`src/rtl/common.sv`:
```
// Shared types and constants for the resource arbiter slice.
package common;

  // FSM state type shared by sequencing blocks.
  typedef enum logic [2:0] {
    S0 = 3'd0,  // IDLE
    S1 = 3'd1,  // ARB
    S2 = 3'd2,  // GRANT
    S3 = 3'd3,  // BUSY
    S4 = 3'd4   // RELEASE
  } example_states;

  localparam int unsigned DEFAULT_MAX_HOLD = 16;

endpackage : common

```
`src/rtl/rr_pick.sv`:
```
// Rotating-priority picker: first set request after last_id, modulo N_REQ.
module rr_pick #(
  parameter int unsigned N_REQ = 4
) (
  input  logic [N_REQ-1:0]         req_i,
  input  logic [$clog2(N_REQ)-1:0] last_id_i,
  output logic [$clog2(N_REQ)-1:0] winner_c_o,
  output logic                     valid_c_o
);

  localparam int unsigned IDW = $clog2(N_REQ);

  // Scan from farthest to nearest so the nearest set bit after last_id wins.
  always_comb begin
    winner_c_o = '0;
    valid_c_o  = 1'b0;
    for (int i = int'(N_REQ); i >= 1; i--) begin
      logic [IDW-1:0] idx;
      idx = IDW'((int'(last_id_i) + i) % int'(N_REQ));
      if (req_i[idx]) begin
        winner_c_o = idx;
        valid_c_o  = 1'b1;
      end
    end
  end

endmodule : rr_pick

```
`src/rtl/rr_resource_arbiter.sv`:
```
// Round-robin owner controller for a single shared downstream resource.
module rr_resource_arbiter
  import common::*;
#(
  parameter int unsigned N_REQ    = 4,
  parameter int unsigned MAX_HOLD = DEFAULT_MAX_HOLD
) (
  input  logic                     clk,
  input  logic                     rst_n,
  input  logic [N_REQ-1:0]         req,
  input  logic                     done,
  output logic [N_REQ-1:0]         gnt,
  output logic [$clog2(N_REQ)-1:0] gnt_id,
  output logic                     start,
  output logic                     busy,
  output logic                     timeout
);

  localparam int unsigned IDW = $clog2(N_REQ);
  localparam int unsigned HCW = $clog2(MAX_HOLD);

  example_states    state_q, state_d;
  logic [IDW-1:0]   owner_q, owner_d;
  logic [IDW-1:0]   last_id_q, last_id_d;
  logic [HCW-1:0]   hold_q, hold_d;
  logic [N_REQ-1:0] gnt_q, gnt_d;
  logic             start_q, start_d;
  logic             busy_q, busy_d;
  logic             timeout_q, timeout_d;

  logic [IDW-1:0]   pick_id_c;
  logic             pick_valid_c;
  logic             at_limit_c;
  logic             release_c;

  rr_pick #(
    .N_REQ(N_REQ)
  ) u_pick (
    .req_i      (req),
    .last_id_i  (last_id_q),
    .winner_c_o (pick_id_c),
    .valid_c_o  (pick_valid_c)
  );

  // Ownership end conditions evaluated while in BUSY.
  always_comb begin
    at_limit_c = (hold_q == HCW'(MAX_HOLD - 1));
    release_c  = done || !req[owner_q] || at_limit_c;
  end

  // Next-state logic; outputs are derived from the next state so they register with it.
  always_comb begin
    state_d   = state_q;
    owner_d   = owner_q;
    last_id_d = last_id_q;
    hold_d    = hold_q;
    timeout_d = 1'b0;

    case (state_q)
      S0: begin
        if (|req) state_d = S1;
      end
      S1: begin
        if (pick_valid_c) begin
          owner_d = pick_id_c;
          state_d = S2;
        end else begin
          state_d = S0;
        end
      end
      S2: begin
        hold_d  = '0;
        state_d = S3;
      end
      S3: begin
        if (release_c) begin
          state_d   = S4;
          timeout_d = at_limit_c && !done;
        end else begin
          hold_d = hold_q + HCW'(1);
        end
      end
      S4: begin
        last_id_d = owner_q;
        state_d   = (|req) ? S1 : S0;
      end
      default: state_d = S0;
    endcase

    busy_d  = (state_d == S2) || (state_d == S3);
    start_d = (state_d == S2);
    gnt_d   = busy_d ? (N_REQ'(1) << owner_d) : '0;
  end

  // State and output registers with synchronous active-low reset.
  always_ff @(posedge clk) begin
    if (!rst_n) begin
      state_q   <= S0;
      owner_q   <= '0;
      last_id_q <= IDW'(N_REQ - 1);
      hold_q    <= '0;
      gnt_q     <= '0;
      start_q   <= 1'b0;
      busy_q    <= 1'b0;
      timeout_q <= 1'b0;
    end else begin
      state_q   <= state_d;
      owner_q   <= owner_d;
      last_id_q <= last_id_d;
      hold_q    <= hold_d;
      gnt_q     <= gnt_d;
      start_q   <= start_d;
      busy_q    <= busy_d;
      timeout_q <= timeout_d;
    end
  end

  assign gnt     = gnt_q;
  assign gnt_id  = owner_q;
  assign start   = start_q;
  assign busy    = busy_q;
  assign timeout = timeout_q;

endmodule : rr_resource_arbiter

```
`config.mk`:
```
export PLATFORM = sky130hd
export DESIGN_NAME = rr_resource_arbiter
export DESIGN_NICKNAME = d
export VERILOG_FILES = /design/src/rtl/common.sv /design/src/rtl/rr_pick.sv /design/src/rtl/rr_resource_arbiter.sv
export SDC_FILE = /design/constraint.sdc
export NUM_CORES = 1
export LEC_CHECK = 0
export BUFFER_PORTS_ARGS = -buffer_cell sky130_fd_sc_hd__buf_2
export CAP_MARGIN = 20
export CORE_MARGIN = 4
export CORE_UTILIZATION = 40
export CTS_BUF_LIST = sky130_fd_sc_hd__clkbuf_8 sky130_fd_sc_hd__clkbuf_16
export CTS_CLUSTER_SIZE = 40
export DETAILED_ROUTE_END_ITERATION = 16
export SLEW_MARGIN = 20
export SYNTH_ARGS = -nofsm -noshare
export SYNTH_HDL_FRONTEND = slang
export SYNTH_HIERARCHICAL = 1
export SYNTH_SLANG_ARGS = --single-unit
export TNS_END_PERCENT = 5
```
`constraint.sdc`:
```
create_clock -name clk -period 2.05 [get_ports clk]
set_input_delay 0.5125 -clock clk [delete_from_list [all_inputs] [get_ports clk]]
set_output_delay 0.5125 -clock clk [all_outputs]
set_load 0.02 [all_outputs]
```
## Word level (Yosys, flattened, before mapping)

Index checks and enable logic that the tools add are counted.

- $add $sub $neg: 5
- Order comparisons: 5
- Eq/ne operators: 8
- Shift-type cells: 1
- Mux-type cells: 27
- Reductions and logical operators: 12

Operators by type and width:

| cell | number |
|---|---|
| $lt 2x3->1 const B | 5 |
| $pmux 3 s5 | 1 |
| $mux 2 | 7 |
| $eq 3x2->1 const B | 4 |
| $bmux 1 s2 | 5 |
| $mux 1 | 10 |
| $pmux 4 s2 | 1 |
| $mux 3 | 2 |
| $add 2x1->2 const B | 2 |
| $add 2x2->2 const B | 2 |
| $add 4x1->4 const B | 1 |
| $eq 4x4->1 const B | 1 |
| $mux 4 | 1 |
| $reduce_and 2->1 | 2 |
| $reduce_or 4->1 | 1 |
| $shl 1x2->4 const A | 1 |
| $eq 3x1->1 const B | 1 |
| $eq 3x3->1 const B | 1 |
| $logic_not 3->1 | 1 |
| $logic_or 1x1->1 | 3 |
| $reduce_and 3->1 | 1 |
| $logic_not 1->1 | 2 |
| $ne 2x2->1 const B | 1 |
| $reduce_bool 2->1 | 1 |
| $logic_and 1x1->1 | 1 |

- Register bits after elaboration: 18
- Input bits: 7
- Output and inout port bits: 9
- Word-level logic and storage cells: 66

## Logic depth before layout (Yosys ltp)

- Depth after elaboration: 12
- Mapped depth: 5
- Depth with buffers taken out: 5

## Modules after synthesis

Netlist, hierarchy kept.

By module, submodules not included:

| module | instances | cells an instance | area each (um^2) | seq. area each (um^2) |
|---|---|---|---|---|
| rr_resource_arbiter | 1 | 74 | 808.3 | 360.3 |
| rr_pick | 1 | 14 | 91.3 | 0.0 |

## Worst setup path before layout

Ideal clock, no wire load.

- Path type: in2reg
- From: input port req[2]
- To: register gnt_q[2], in the netlist gnt[2]
- Setup time: 0.112 ns
- Arrival time: 1.567 ns
- Required time: 1.938 ns
- Path slack: 0.371 ns
- Cell stages on the path: 5
- Path buffers: 0
- Cells stage by stage: nor2_1 nand2_1 and4bb_4 mux2_1 a2111oi_1

- Cells in the longest elaborated chain, start to end: 11
- Elaborated cells on any way between the ends: 34
- Classes of those cells: 2 x eq/ne; 1 x shift; 25 x mux; 6 x reduce/logical

Ends and longest elaborated chain:

| what | RTL line | RTL |
|---|---|---|
| start: declaration | rr_resource_arbiter.sv:10 | `input logic [N_REQ-1:0] req,` |
| $bmux 1 s2 | rr_pick.sv:20 | `if (req_i[idx]) begin` |
| $mux 1 (not written as such) | rr_pick.sv:20 |  |
| $mux 1 (3 in a row) | rr_pick.sv:20 |  |
| $mux 1 * | rr_pick.sv:20 |  |
| named net pick_valid_c | rr_resource_arbiter.sv:32 | `logic pick_valid_c;` |
| $mux 2 | rr_resource_arbiter.sv:64 | `if (pick_valid_c) begin` |
| $pmux 3 s5 | rr_resource_arbiter.sv:59 | `case (state_q)` |
| $eq 3x2->1 | rr_resource_arbiter.sv:90 | `busy_d = (state_d == S2) \|\| (state_d == S3);` |
| $logic_or 1x1->1 | rr_resource_arbiter.sv:90 |  |
| $reduce_and 2->1 (no line) | - |  |
| end signal: assignment | rr_resource_arbiter.sv:111 | `gnt_q <= gnt_d;` |
| end: declaration | rr_resource_arbiter.sv:26 | `logic [N_REQ-1:0] gnt_q, gnt_d;` |

Mark *: on every way through the listed nets, which the timed path passes. The rest lies on a longest branch. The select of a mux whose other input is x is not followed.
A chain may end at the register's enable or synchronous reset.

## Final worst setup path

- From: register state_q[0]
- To: register gnt_q[2], in the netlist gnt[2]

- Cells in the longest elaborated chain, start to end: 5
- Elaborated cells on any way between the ends: 14
- Classes of those cells: 6 x eq/ne; 1 x shift; 4 x mux; 3 x reduce/logical

Ends and longest elaborated chain:

| what | RTL line | RTL |
|---|---|---|
| start: declaration | rr_resource_arbiter.sv:22 | `example_states state_q, state_d;` |
| start signal: assignment | rr_resource_arbiter.sv:107 | `state_q <= state_d;` |
| $eq 3x3->1, or another cell as far along | rr_resource_arbiter.sv:59 |  |
| $pmux 3 s5 | rr_resource_arbiter.sv:59 |  |
| $eq 3x2->1 | rr_resource_arbiter.sv:90 |  |
| $logic_or 1x1->1 | rr_resource_arbiter.sv:90 |  |
| $reduce_and 2->1 (no line) | - |  |

Parallel ways exist; a longest one is shown, timed or not.

==> flow_metrics.env <==
export IMPL_outcome="complete, no violations"
export IMPL_num_io_pins=16
export IMPL_rsz0062_at_grt="false"
export IMPL_yosysWarnings=6
export IMPL_grt_antenna_before_repair=0
export IMPL_wl_per_cell_um=14.3
export IMPL_hold_violations=0
export IMPL_leakage_nw=0.425
export IMPL_yosysSeqAreaShare_pct=40.1
export IMPL_gp_congestion=0.822
export IMPL_grt_usage_pct=13.4
export IMPL_worst_slack_ns=0.332
export IMPL_post_synth_instance_area_um2=900
export IMPL_post_cts_buffers=0
export IMPL_via_count=752
export IMPL_area_growth_pct=18.2
export IMPL_required_ns=2.19
export IMPL_clockBufferDepth=2
export IMPL_dr_pass1_iters=4
export IMPL_path_max_fanout=12
export IMPL_crit_path_start_kind="flip-flop"
export IMPL_worst_path_largest_cell_delay_ns=0.54
export IMPL_antenna_left=0
export IMPL_switching_share_pct=29.5
export IMPL_path_buf_inv=0
export IMPL_cts_buffers=3
export IMPL_dp_hpwl_um=1370
export IMPL_nNetsFinal=115
export IMPL_gr_total_overflow=0
export IMPL_clock_sinks=18
export IMPL_core_area_um2=2040
export IMPL_post_route_period_util_pct=83.8
export IMPL_fin_crit_ns=1.72
export IMPL_drtIter0Drc=12
export IMPL_syn_area_per_cell_um2=10.2
export IMPL_synth_seq_cells=18
export IMPL_die_height_um=55.4
export IMPL_worst_slew_pin_slew_ns=0.434
export IMPL_fin_setup_tns_ns=0
export IMPL_p_switching_mw=0.263
export IMPL_cts_root_buf="clkbuf_8"
export IMPL_worst_path_max_delay_cell="dfxtp_1"
export IMPL_setup_viol=0
export IMPL_end_kind="flip-flop"
export IMPL_final_common_cell="dfxtp_1"
export IMPL_grt_pass1_wl_um=3370
export IMPL_cts_resized_gates=0
export IMPL_p_clk_share_pct=32.2
export IMPL_num_rows=16
export IMPL_htreeDepth=1
export IMPL_final_cell_mix="18 x dfxtp_1, 15 x buf_2, 6 x nand2_1"
export IMPL_pwr_share_comb_pct=21.9
export IMPL_grt_max_degree=14
export IMPL_insertedDiodeCount=0
export IMPL_cts_tree="done"
export IMPL_worstSkewPairLatency_ns=0.25
export IMPL_drv_cap=0
export IMPL_ctsHoldBuffers=0
export IMPL_peakVddDrop_mv=0.416
export IMPL_slew_viol_final=0
export IMPL_drt_total_wl_um=1910
export IMPL_first_global_vias=745
export IMPL_drc=0
export IMPL_synthCells=88
export IMPL_fmax_ghz=0.582
export IMPL_die_w_um=55.4
export IMPL_clock_skew_ns=0.00522
export IMPL_dieArea_um2=3070
export IMPL_critPathTopFamily="flip-flops"
export IMPL_pre_cts_slack_ns=0.125
export IMPL_crit_arrival_ns=1.85
export IMPL_p_int_mw=0.629
export IMPL_via_per_inst=5.65
export IMPL_p_seq_share_pct=45.9
export IMPL_drive_above_1_share_pct=24.5
export IMPL_port_buffers=15
export IMPL_synthesis_nets=96
export IMPL_maxSlewHeadroom_pct=71.0
export IMPL_critical_path_class="flip-flop to flip-flop"
export IMPL_yosysUniqueCellTypes=34
export IMPL_start_util_pct=44.1
export IMPL_power_density_nw_per_um2=839
export IMPL_path_cells="and4bb_4, mux2_1, a2111oi_1"
export IMPL_clk_pin_slew_ns=0.07
export IMPL_hold_path_class="input port to flip-flop"
## power groups by stage
stage	Combinational, mW	Clock (mW)	Sequential [mW]
after detailed placement	0.194	0	0.417
final	0.196	0.287	0.409
after CTS	0.195	0.296	0.409
after global placement	0.194	0	0.417
after floorplan	0.133	0	0.422
after global routing	0.214	0.308	0.415
## worst paths after layout
check | from | to | slack, ns | cells after the start
max | state_q[0] | gnt[2] | 0.33 | 3
min | done | timeout | 0.45 | 2
max reg2reg | state_q[0] | gnt[2] | 0.33 | 3
min reg2reg | hold_q[3] | timeout | 0.54 | 2
## synthesized netlist by cell type
| master | number | area share (%) |
|---|---|---|
| nand4_1 | 1 | 0.70 |
| nand4b_1 | 1 | 0.97 |
| and4bb_4 | 1 | 1.8 |
| and4_1 | 2 | 1.9 |
| o2bb2ai_1 | 2 | 1.9 |
| a21oi_1 | 5 | 2.8 |
| nand3_1 | 2 | 1.1 |
| nand2_1 | 6 | 2.5 |
| nor2b_1 | 2 | 1.4 |
| a21oi_2 | 1 | 0.97 |
| mux4_2 | 1 | 2.5 |
| a2111oi_1 | 4 | 4.5 |
| and3_1 | 1 | 0.70 |
| and2b_1 | 2 | 1.7 |
| nor3b_1 | 2 | 1.7 |
| dfxtp_1 | 18 | 40 |
| o41ai_1 | 1 | 0.97 |
| o31a_1 | 2 | 1.9 |
| and2_1 | 4 | 2.8 |
| a31oi_1 | 3 | 2.1 |
| ha_1 | 1 | 1.4 |
| mux2_1 | 2 | 2.5 |
| nor4bb_1 | 2 | 2.2 |
| nand2b_1 | 4 | 2.8 |
| clkbuf_1 | 2 | 0.83 |
| a31oi_2 | 1 | 1.4 |
| nor2_1 | 4 | 1.7 |
| a21boi_1 | 1 | 0.83 |
| nand3b_1 | 1 | 0.83 |
| mux2i_1 | 5 | 5.6 |
| o221ai_2 | 1 | 1.7 |
| a31oi_4 | 1 | 2.4 |
| nor3_1 | 1 | 0.56 |
| inv_1 | 1 | 0.42 |
## registers in the layout (all words and copies together), names as in the netlist
register,count
gnt,4
hold_q,4
state_q,3
gnt_id,2
last_id_q,2
busy,1
start,1
timeout,1
## layer usage
| metal | track usage [%] | share of wire (%) | vias to the layer above |
|---|---|---|---|
| met5 | 0 | 0 | - |
| met4 | 5.21 | 0.73 | 0 |
| met3 | 3.50 | 5.4 | 2 |
| met2 | 19.3 | 42 | 21 |
| met1 | 18.9 | 52 | 356 |
| li1 | - | - | 373 |
## area by class of cell
class	count	area [µm²]
multi-input combinational	67	528
timing repair buffer	16	82.6
sequential	18	360
fill	208	978
inverter	1	3.75
clock buffer	4	55.1
tap	27	33.8
## stage by stage
stage | instance area (µm²) | util [%] | instances | total power [mW] | hold WS [ns]
after floorplan | 900 | - | 88 | 0.555 | 0.479
after global placement | 1010 | 49.4 | 129 | 0.611 | 0.513
after detailed placement | 1010 | 49.4 | 129 | 0.611 | 0.526
after CTS | 1060 | 52.1 | 133 | 0.900 | 0.453
after global routing | 1060 | 52.1 | 133 | 0.938 | 0.478
final | 1060 | 52.1 | 133 | 0.892 | 0.454
## kinds of logic (layout without fill, tap and decap cells)
logic type | count (synthesis) | in the layout | synth area share, %
AO/OA/AOI/OAI | 22 | 22 | 21.4
adder cells (fa/ha/maj) | 1 | 1 | 1.39
buffers and inverters | 3 | 21 | 1.25
flip-flops | 18 | 18 | 40.1
multiplexers | 8 | 8 | 10.6
AND/OR/NAND/NOR | 36 | 36 | 25.3
(Power assumes the default switching activity.)
